**config.mk**
```make
export PLATFORM = sky130hd
export DESIGN_NAME = mem_arbiter
export DESIGN_NICKNAME = d
export VERILOG_FILES = /design/src/rtl/mem_arb_pkg.sv /design/src/rtl/mem_arbiter_starve_guard.sv /design/src/rtl/mem_arbiter.sv
export SDC_FILE = /design/constraint.sdc
export NUM_CORES = 1
export LEC_CHECK = 0
export BUFFER_PORTS_ARGS = -buffer_cell sky130_fd_sc_hd__buf_4
export CAP_MARGIN = 20
export CORE_AREA = 3 3 203 205
export CTS_CLUSTER_SIZE = 12
export DETAILED_ROUTE_END_ITERATION = 7
export DIE_AREA = 0 0 206 208
export PLACE_DENSITY = 0.57
export SLEW_MARGIN = 20
export SYNTH_ARGS = -nofsm -noshare
export SYNTH_HDL_FRONTEND = slang
export SYNTH_HIERARCHICAL = 1
export SYNTH_SLANG_ARGS = --single-unit
```
**constraint.sdc**
```tcl
create_clock -name clk -period 2.8 [get_ports clk]
set_input_delay 0.28 -clock clk [delete_from_list [all_inputs] [get_ports clk]]
set_output_delay 0.28 -clock clk [all_outputs]
set_load 0.01 [all_outputs]
```
**src/rtl/mem_arb_pkg.sv**
```systemverilog
// Shared types and default parameters for the unified-memory arbiter.
// Imported by mem_arbiter and arb_starve_guard.
package mem_arb_pkg;

    typedef enum logic [1:0] {
        ARB_IDLE,
        ARB_ACCESS,
        ARB_RESP
    } arb_state_t;

    typedef enum logic {
        ARB_ID_IF,
        ARB_ID_D
    } arb_id_t;

    localparam int unsigned ADDR_W_DEF     = 64;
    localparam int unsigned DATA_W_DEF     = 64;
    localparam int unsigned MEM_LAT_DEF    = 1;
    localparam int unsigned STARVE_MAX_DEF = 4;

    // Data wins unless the starvation guard forces a fetch; only meaningful when some req is present.
    function automatic arb_id_t pick_winner(input logic d_req, input logic force_if);
        return (d_req && !force_if) ? ARB_ID_D : ARB_ID_IF;
    endfunction

endpackage

```
**src/rtl/mem_arbiter_starve_guard.sv**
```systemverilog
// Anti-starvation guard: counts data grants issued while a fetch waits and forces
// a fetch grant once STARVE_MAX is reached. Built only with MEM_ARB_STARVE_GUARD_EN.
module arb_starve_guard
    import mem_arb_pkg::*;
#(
    parameter int unsigned STARVE_MAX = STARVE_MAX_DEF
) (
    input  logic clk,
    input  logic rst,
    input  logic if_req,
    input  logic d_gnt,
    input  logic if_gnt,
    output logic force_if
);

    localparam int unsigned     CNT_W   = $clog2(STARVE_MAX + 1);
    localparam logic [CNT_W-1:0] CNT_MAX = CNT_W'(STARVE_MAX);

    logic [CNT_W-1:0] cnt_q, cnt_d;

    always_comb begin
        cnt_d = cnt_q;
        if (if_gnt) begin
            cnt_d = '0;
        end else if (d_gnt && if_req && (cnt_q != CNT_MAX)) begin
            cnt_d = cnt_q + CNT_W'(1);
        end
    end

    assign force_if = if_req && (cnt_q == CNT_MAX);

    always_ff @(posedge clk or negedge rst) begin
        if (!rst) begin
            cnt_q <= '0;
        end else begin
            cnt_q <= cnt_d;
        end
    end

endmodule

```
**src/rtl/mem_arbiter.sv**
```systemverilog
// Shares one synchronous-read memory port between instruction fetch and load/store,
// one fixed-latency transaction at a time. Optional guard: MEM_ARB_STARVE_GUARD_EN.
module mem_arbiter
    import mem_arb_pkg::*;
#(
    parameter int unsigned ADDR_W     = ADDR_W_DEF,
    parameter int unsigned DATA_W     = DATA_W_DEF,
    parameter int unsigned MEM_LAT    = MEM_LAT_DEF,
    parameter int unsigned STARVE_MAX = STARVE_MAX_DEF
) (
    input  logic              clk,
    input  logic              rst,
    input  logic              if_req,
    input  logic [ADDR_W-1:0] if_addr,
    output logic              if_gnt,
    output logic              if_rvalid,
    output logic [DATA_W-1:0] if_rdata,
    input  logic              d_req,
    input  logic              d_we,
    input  logic [ADDR_W-1:0] d_addr,
    input  logic [DATA_W-1:0] d_wdata,
    output logic              d_gnt,
    output logic              d_rvalid,
    output logic [DATA_W-1:0] d_rdata,
    output logic [ADDR_W-1:0] mem_addr,
    output logic [DATA_W-1:0] mem_wdata,
    output logic              mem_wr,
    input  logic [DATA_W-1:0] mem_rdata,
    output logic              busy
);

    localparam int unsigned      CNT_W    = $clog2(MEM_LAT + 1);
    localparam logic [CNT_W-1:0] LAT_LOAD = CNT_W'(MEM_LAT);

    arb_state_t        state_q, state_d;
    arb_id_t           id_q, id_d;
    logic              we_q, we_d;
    logic              mem_wr_q, mem_wr_d;
    logic [CNT_W-1:0]  cnt_q, cnt_d;
    logic [ADDR_W-1:0] addr_q, addr_d;
    logic [DATA_W-1:0] wdata_q, wdata_d;
    logic [DATA_W-1:0] if_rdata_q, if_rdata_d;
    logic [DATA_W-1:0] d_rdata_q, d_rdata_d;
    logic              force_if;
    logic              arb_en;

`ifdef MEM_ARB_STARVE_GUARD_EN
    arb_starve_guard #(
        .STARVE_MAX(STARVE_MAX)
    ) u_starve_guard (
        .clk     (clk),
        .rst     (rst),
        .if_req  (if_req),
        .d_gnt   (d_gnt),
        .if_gnt  (if_gnt),
        .force_if(force_if)
    );
`else
    logic unused_starve_max;
    assign unused_starve_max = (STARVE_MAX == 0);
    assign force_if          = 1'b0;
`endif

    // NOTE: every signal written below gets a default first, so no path leaves one unassigned (no latch).
    always_comb begin
        state_d    = state_q;
        id_d       = id_q;
        we_d       = we_q;
        mem_wr_d   = 1'b0;
        cnt_d      = cnt_q;
        addr_d     = addr_q;
        wdata_d    = wdata_q;
        if_rdata_d = if_rdata_q;
        d_rdata_d  = d_rdata_q;
        if_gnt     = 1'b0;
        d_gnt      = 1'b0;
        // Grants are combinational, so they are masked while reset is held.
        arb_en     = rst && (state_q != ARB_ACCESS);

        unique case (state_q)
            ARB_IDLE, ARB_RESP: begin
                if (arb_en && (if_req || d_req)) begin
                    id_d = pick_winner(d_req, force_if);
                    if (id_d == ARB_ID_D) begin
                        d_gnt   = 1'b1;
                        addr_d  = d_addr;
                        wdata_d = d_wdata;
                        we_d    = d_we;
                    end else begin
                        if_gnt  = 1'b1;
                        addr_d  = if_addr;
                        we_d    = 1'b0;
                    end
                    mem_wr_d = we_d;
                    cnt_d    = LAT_LOAD;
                    state_d  = ARB_ACCESS;
                end else begin
                    state_d = ARB_IDLE;
                end
            end
            ARB_ACCESS: begin
                cnt_d = cnt_q - CNT_W'(1);
                if (cnt_q == CNT_W'(1)) begin
                    state_d = ARB_RESP;
                    if (!we_q) begin
                        if (id_q == ARB_ID_IF) begin
                            if_rdata_d = mem_rdata;
                        end else begin
                            d_rdata_d = mem_rdata;
                        end
                    end
                end
            end
            default: state_d = ARB_IDLE;
        endcase
    end

    // NOTE: state registers use non-blocking assignments so every flop samples pre-edge values.
    always_ff @(posedge clk or negedge rst) begin
        if (!rst) begin
            state_q    <= ARB_IDLE;
            id_q       <= ARB_ID_IF;
            we_q       <= 1'b0;
            mem_wr_q   <= 1'b0;
            cnt_q      <= '0;
            addr_q     <= '0;
            wdata_q    <= '0;
            if_rdata_q <= '0;
            d_rdata_q  <= '0;
        end else begin
            state_q    <= state_d;
            id_q       <= id_d;
            we_q       <= we_d;
            mem_wr_q   <= mem_wr_d;
            cnt_q      <= cnt_d;
            addr_q     <= addr_d;
            wdata_q    <= wdata_d;
            if_rdata_q <= if_rdata_d;
            d_rdata_q  <= d_rdata_d;
        end
    end

    assign if_rvalid = (state_q == ARB_RESP) && (id_q == ARB_ID_IF);
    assign d_rvalid  = (state_q == ARB_RESP) && (id_q == ARB_ID_D);
    assign if_rdata  = if_rdata_q;
    assign d_rdata   = d_rdata_q;
    assign mem_addr  = addr_q;
    assign mem_wdata = wdata_q;
    assign mem_wr    = mem_wr_q;
    assign busy      = (state_q != ARB_IDLE);

endmodule
```
==> results.cfg <==
[worst_setup_path]
worstPathArrival_ns = 2.12
path_class = in -> out
cp_max_fo = 19
cp-end-kind = primary output
critPathRequiredTime_ns = 2.52
crit_path_start_kind = primary input

[finish]
diodes = 0
final_common_cell = buf_4
layout-drive-gt1-share_pct = 68.8
nets = 1557
fin_util_pct = 44.4
mostFrequentLayoutCells = buf_4, dfrtp_1, mux2_2, dlygate4sd3_1, mux2_4
area_growth_pct = 62.0

[power]
ir_drop_mv = 0.433
finalPower_uw = 17500
power.density_nw_per_um2 = 992
leakage_uw = 0.00823

[sta]
max_slew_margin_pct = 40.0
period_share_pct = 85.6
slew_viol_final = 0
report.final.setup_viol = 0
hold_viol_final = 0
layout_min_cycle_time_ns = 2.40
tns_ns = 0
rsz0062_at_grt = false
clock.fmax_mhz = 417
setup_slack_ns = 0.404
worst_pin_slew_ns = 0.900
clock_skew_ns = 0.0137

[drt]
drt_first_iter_violations = 277
vias = 7843
avgRoutedWirePerCell_microns = 18.5
remaining_drc_errors = 0
drtAntennaViolNets = 0
routed_wirelength_microns = 34200
drtPass1Iterations = 4
via_per_inst = 4.25

[synthesis]
ys_seq_area_share_pct = 60.3
syn-cell-area_sq_um = 10900
yosysUniqueCellTypes = 25
synth.top_cells.by_area = dfrtp_1, mux2_2, mux2_4
synth-seq-cells = 262
avgSynthCellArea_sq_um = 17.1
async_reset_ff_share_pct = 100
syn_nets = 898
synth_largest_area_cell = dfrtp_1
synth_warnings = 6
synth_top_area_share_pct = 60.3
syn_inst = 637
synth-main-ff-cell = dfrtp_1
synth-edff-count = 0

[floorplanning]
die-area_sq_um = 42800
core_area_sq_um = 39600
die_w_microns = 206
rows = 73
start_util_pct = 27.4
num_io_pins = 523
die_h_microns = 208

[grt]
track_usage_pct = 15.4
gr-total-overflow = 0
grt_pass1_vias = 8801
grt_max_degree = 146
grt_antenna_before_repair = 0
grt_pass1_wl_microns = 51800

[clock_tree]
cts_buffers = 31
cts-htree-levels = 1
cts_tree = built
ctsResizeCount = 0
cts_root_buf = clkbuf_16
clockBufferDepth = 3
clk_pin_slew_ns = 0.05
clock_sinks = 262
clk_latency_ns = 0.56

[placement]
gp_congestion = 0.741
dpl.hpwl_microns = 24700
post-place-ws_ns = 0.655
numPortBuffers = 522

[outcome]
status = complete, no violations

[min_path]
hp-class = in -> reg

[job]
drv_cap = 0
-- repair_timing --
item	4_1_cts	5_1_grt
hold buffers	130	0
hold endpoints to repair	264	0
setup buffers	0	0
-- logic make-up (layout without fill, tap and decap cells) --
kind of cell	after synthesis	count (layout)	synth area share, %
compound gates	6	6	0.345
simple gates	13	13	0.956
buf+inv	36	720	3.17
mux	320	320	35.2
flops	262	262	60.3
-- worst max-delay path: stages --
cell	delay [ns]
dlygate4sd3_1	0.58
buf_8	0.21
nor2b_2	0.27
and2_2	0.40
buf_12	0.20
buf_4	0.13
-- sequential cells by signal, summed over array words and instances (netlist names) --
register   count
we_q           1
id_q           1
cnt_q          1
if_rdata      64
mem_wr         1
state_q        2
mem_addr      64
d_rdata       64
mem_wdata     64
-- per-stage QoR --
stage | cell area, sq um | hold slack [ns] | std cells
floorplan | 10900 | -0.0156 | 637
global placement | 15300 | 0.123 | 1658
detailed placement | 15300 | 0.122 | 1658
CTS | 17600 | 0.0370 | 1846
global route | 17600 | 0.0495 | 1846
finish | 17600 | 0.0857 | 1846
-- layer usage --
metal | vias to the layer above | part of all wire [%] | track usage, %
li1 | 3614 | - | -
met1 | 3826 | 37 | 17.1
met2 | 349 | 50 | 27.2
met3 | 54 | 9.5 | 5.38
met4 | 0 | 3.5 | 5.22
met5 | - | 0 | 0
-- area by class of cell --
| type | count | area, sq um |
|---|---|---|
| Fill cell | 3596 | 22000 |
| Multi-Input combinational cell | 339 | 3980 |
| Sequential cell | 262 | 6560 |
| Timing Repair Buffer | 662 | 5390 |
| Clock inverter | 11 | 115 |
| Clock buffer | 47 | 916 |
| Tap cell | 525 | 657 |
-- worst paths after layout --
check / start / endpoint / slack, ns / cells after the start
worst max-delay path: rst / d_gnt / 0.40 / 6
worst min-delay path: d_addr[19] / mem_addr[19] / 0.09 / 3
worst max register to register: state_q[0] / d_rdata[49] / 0.68 / 4
worst min register to register: cnt_q / state_q[0] / 0.49 / 1
max in group asynchronous: rst / mem_wdata[59] / 1.52 / 3
min in group asynchronous: rst / d_rdata[10] / 0.16 / 2
-- report_power, final --
part / switching (uW) / internal, uW
Clock: 1590 / 2430
Combinational: 2770 / 4240
Sequential: 959 / 5480
Total: 5320 / 12200
-- Yosys cell counts, types with 2 or more instances --
| master | n |
|---|---|
| buf_12 | 6 |
| buf_2 | 5 |
| o21ai_0 | 2 |
| a21o_1 | 2 |
| mux2_2 | 260 |
| mux2_4 | 60 |
| dfrtp_1 | 262 |
| buf_4 | 14 |
| buf_6 | 7 |
| clkbuf_1 | 4 |
Note: power is estimated with default switching activity, not from simulation.
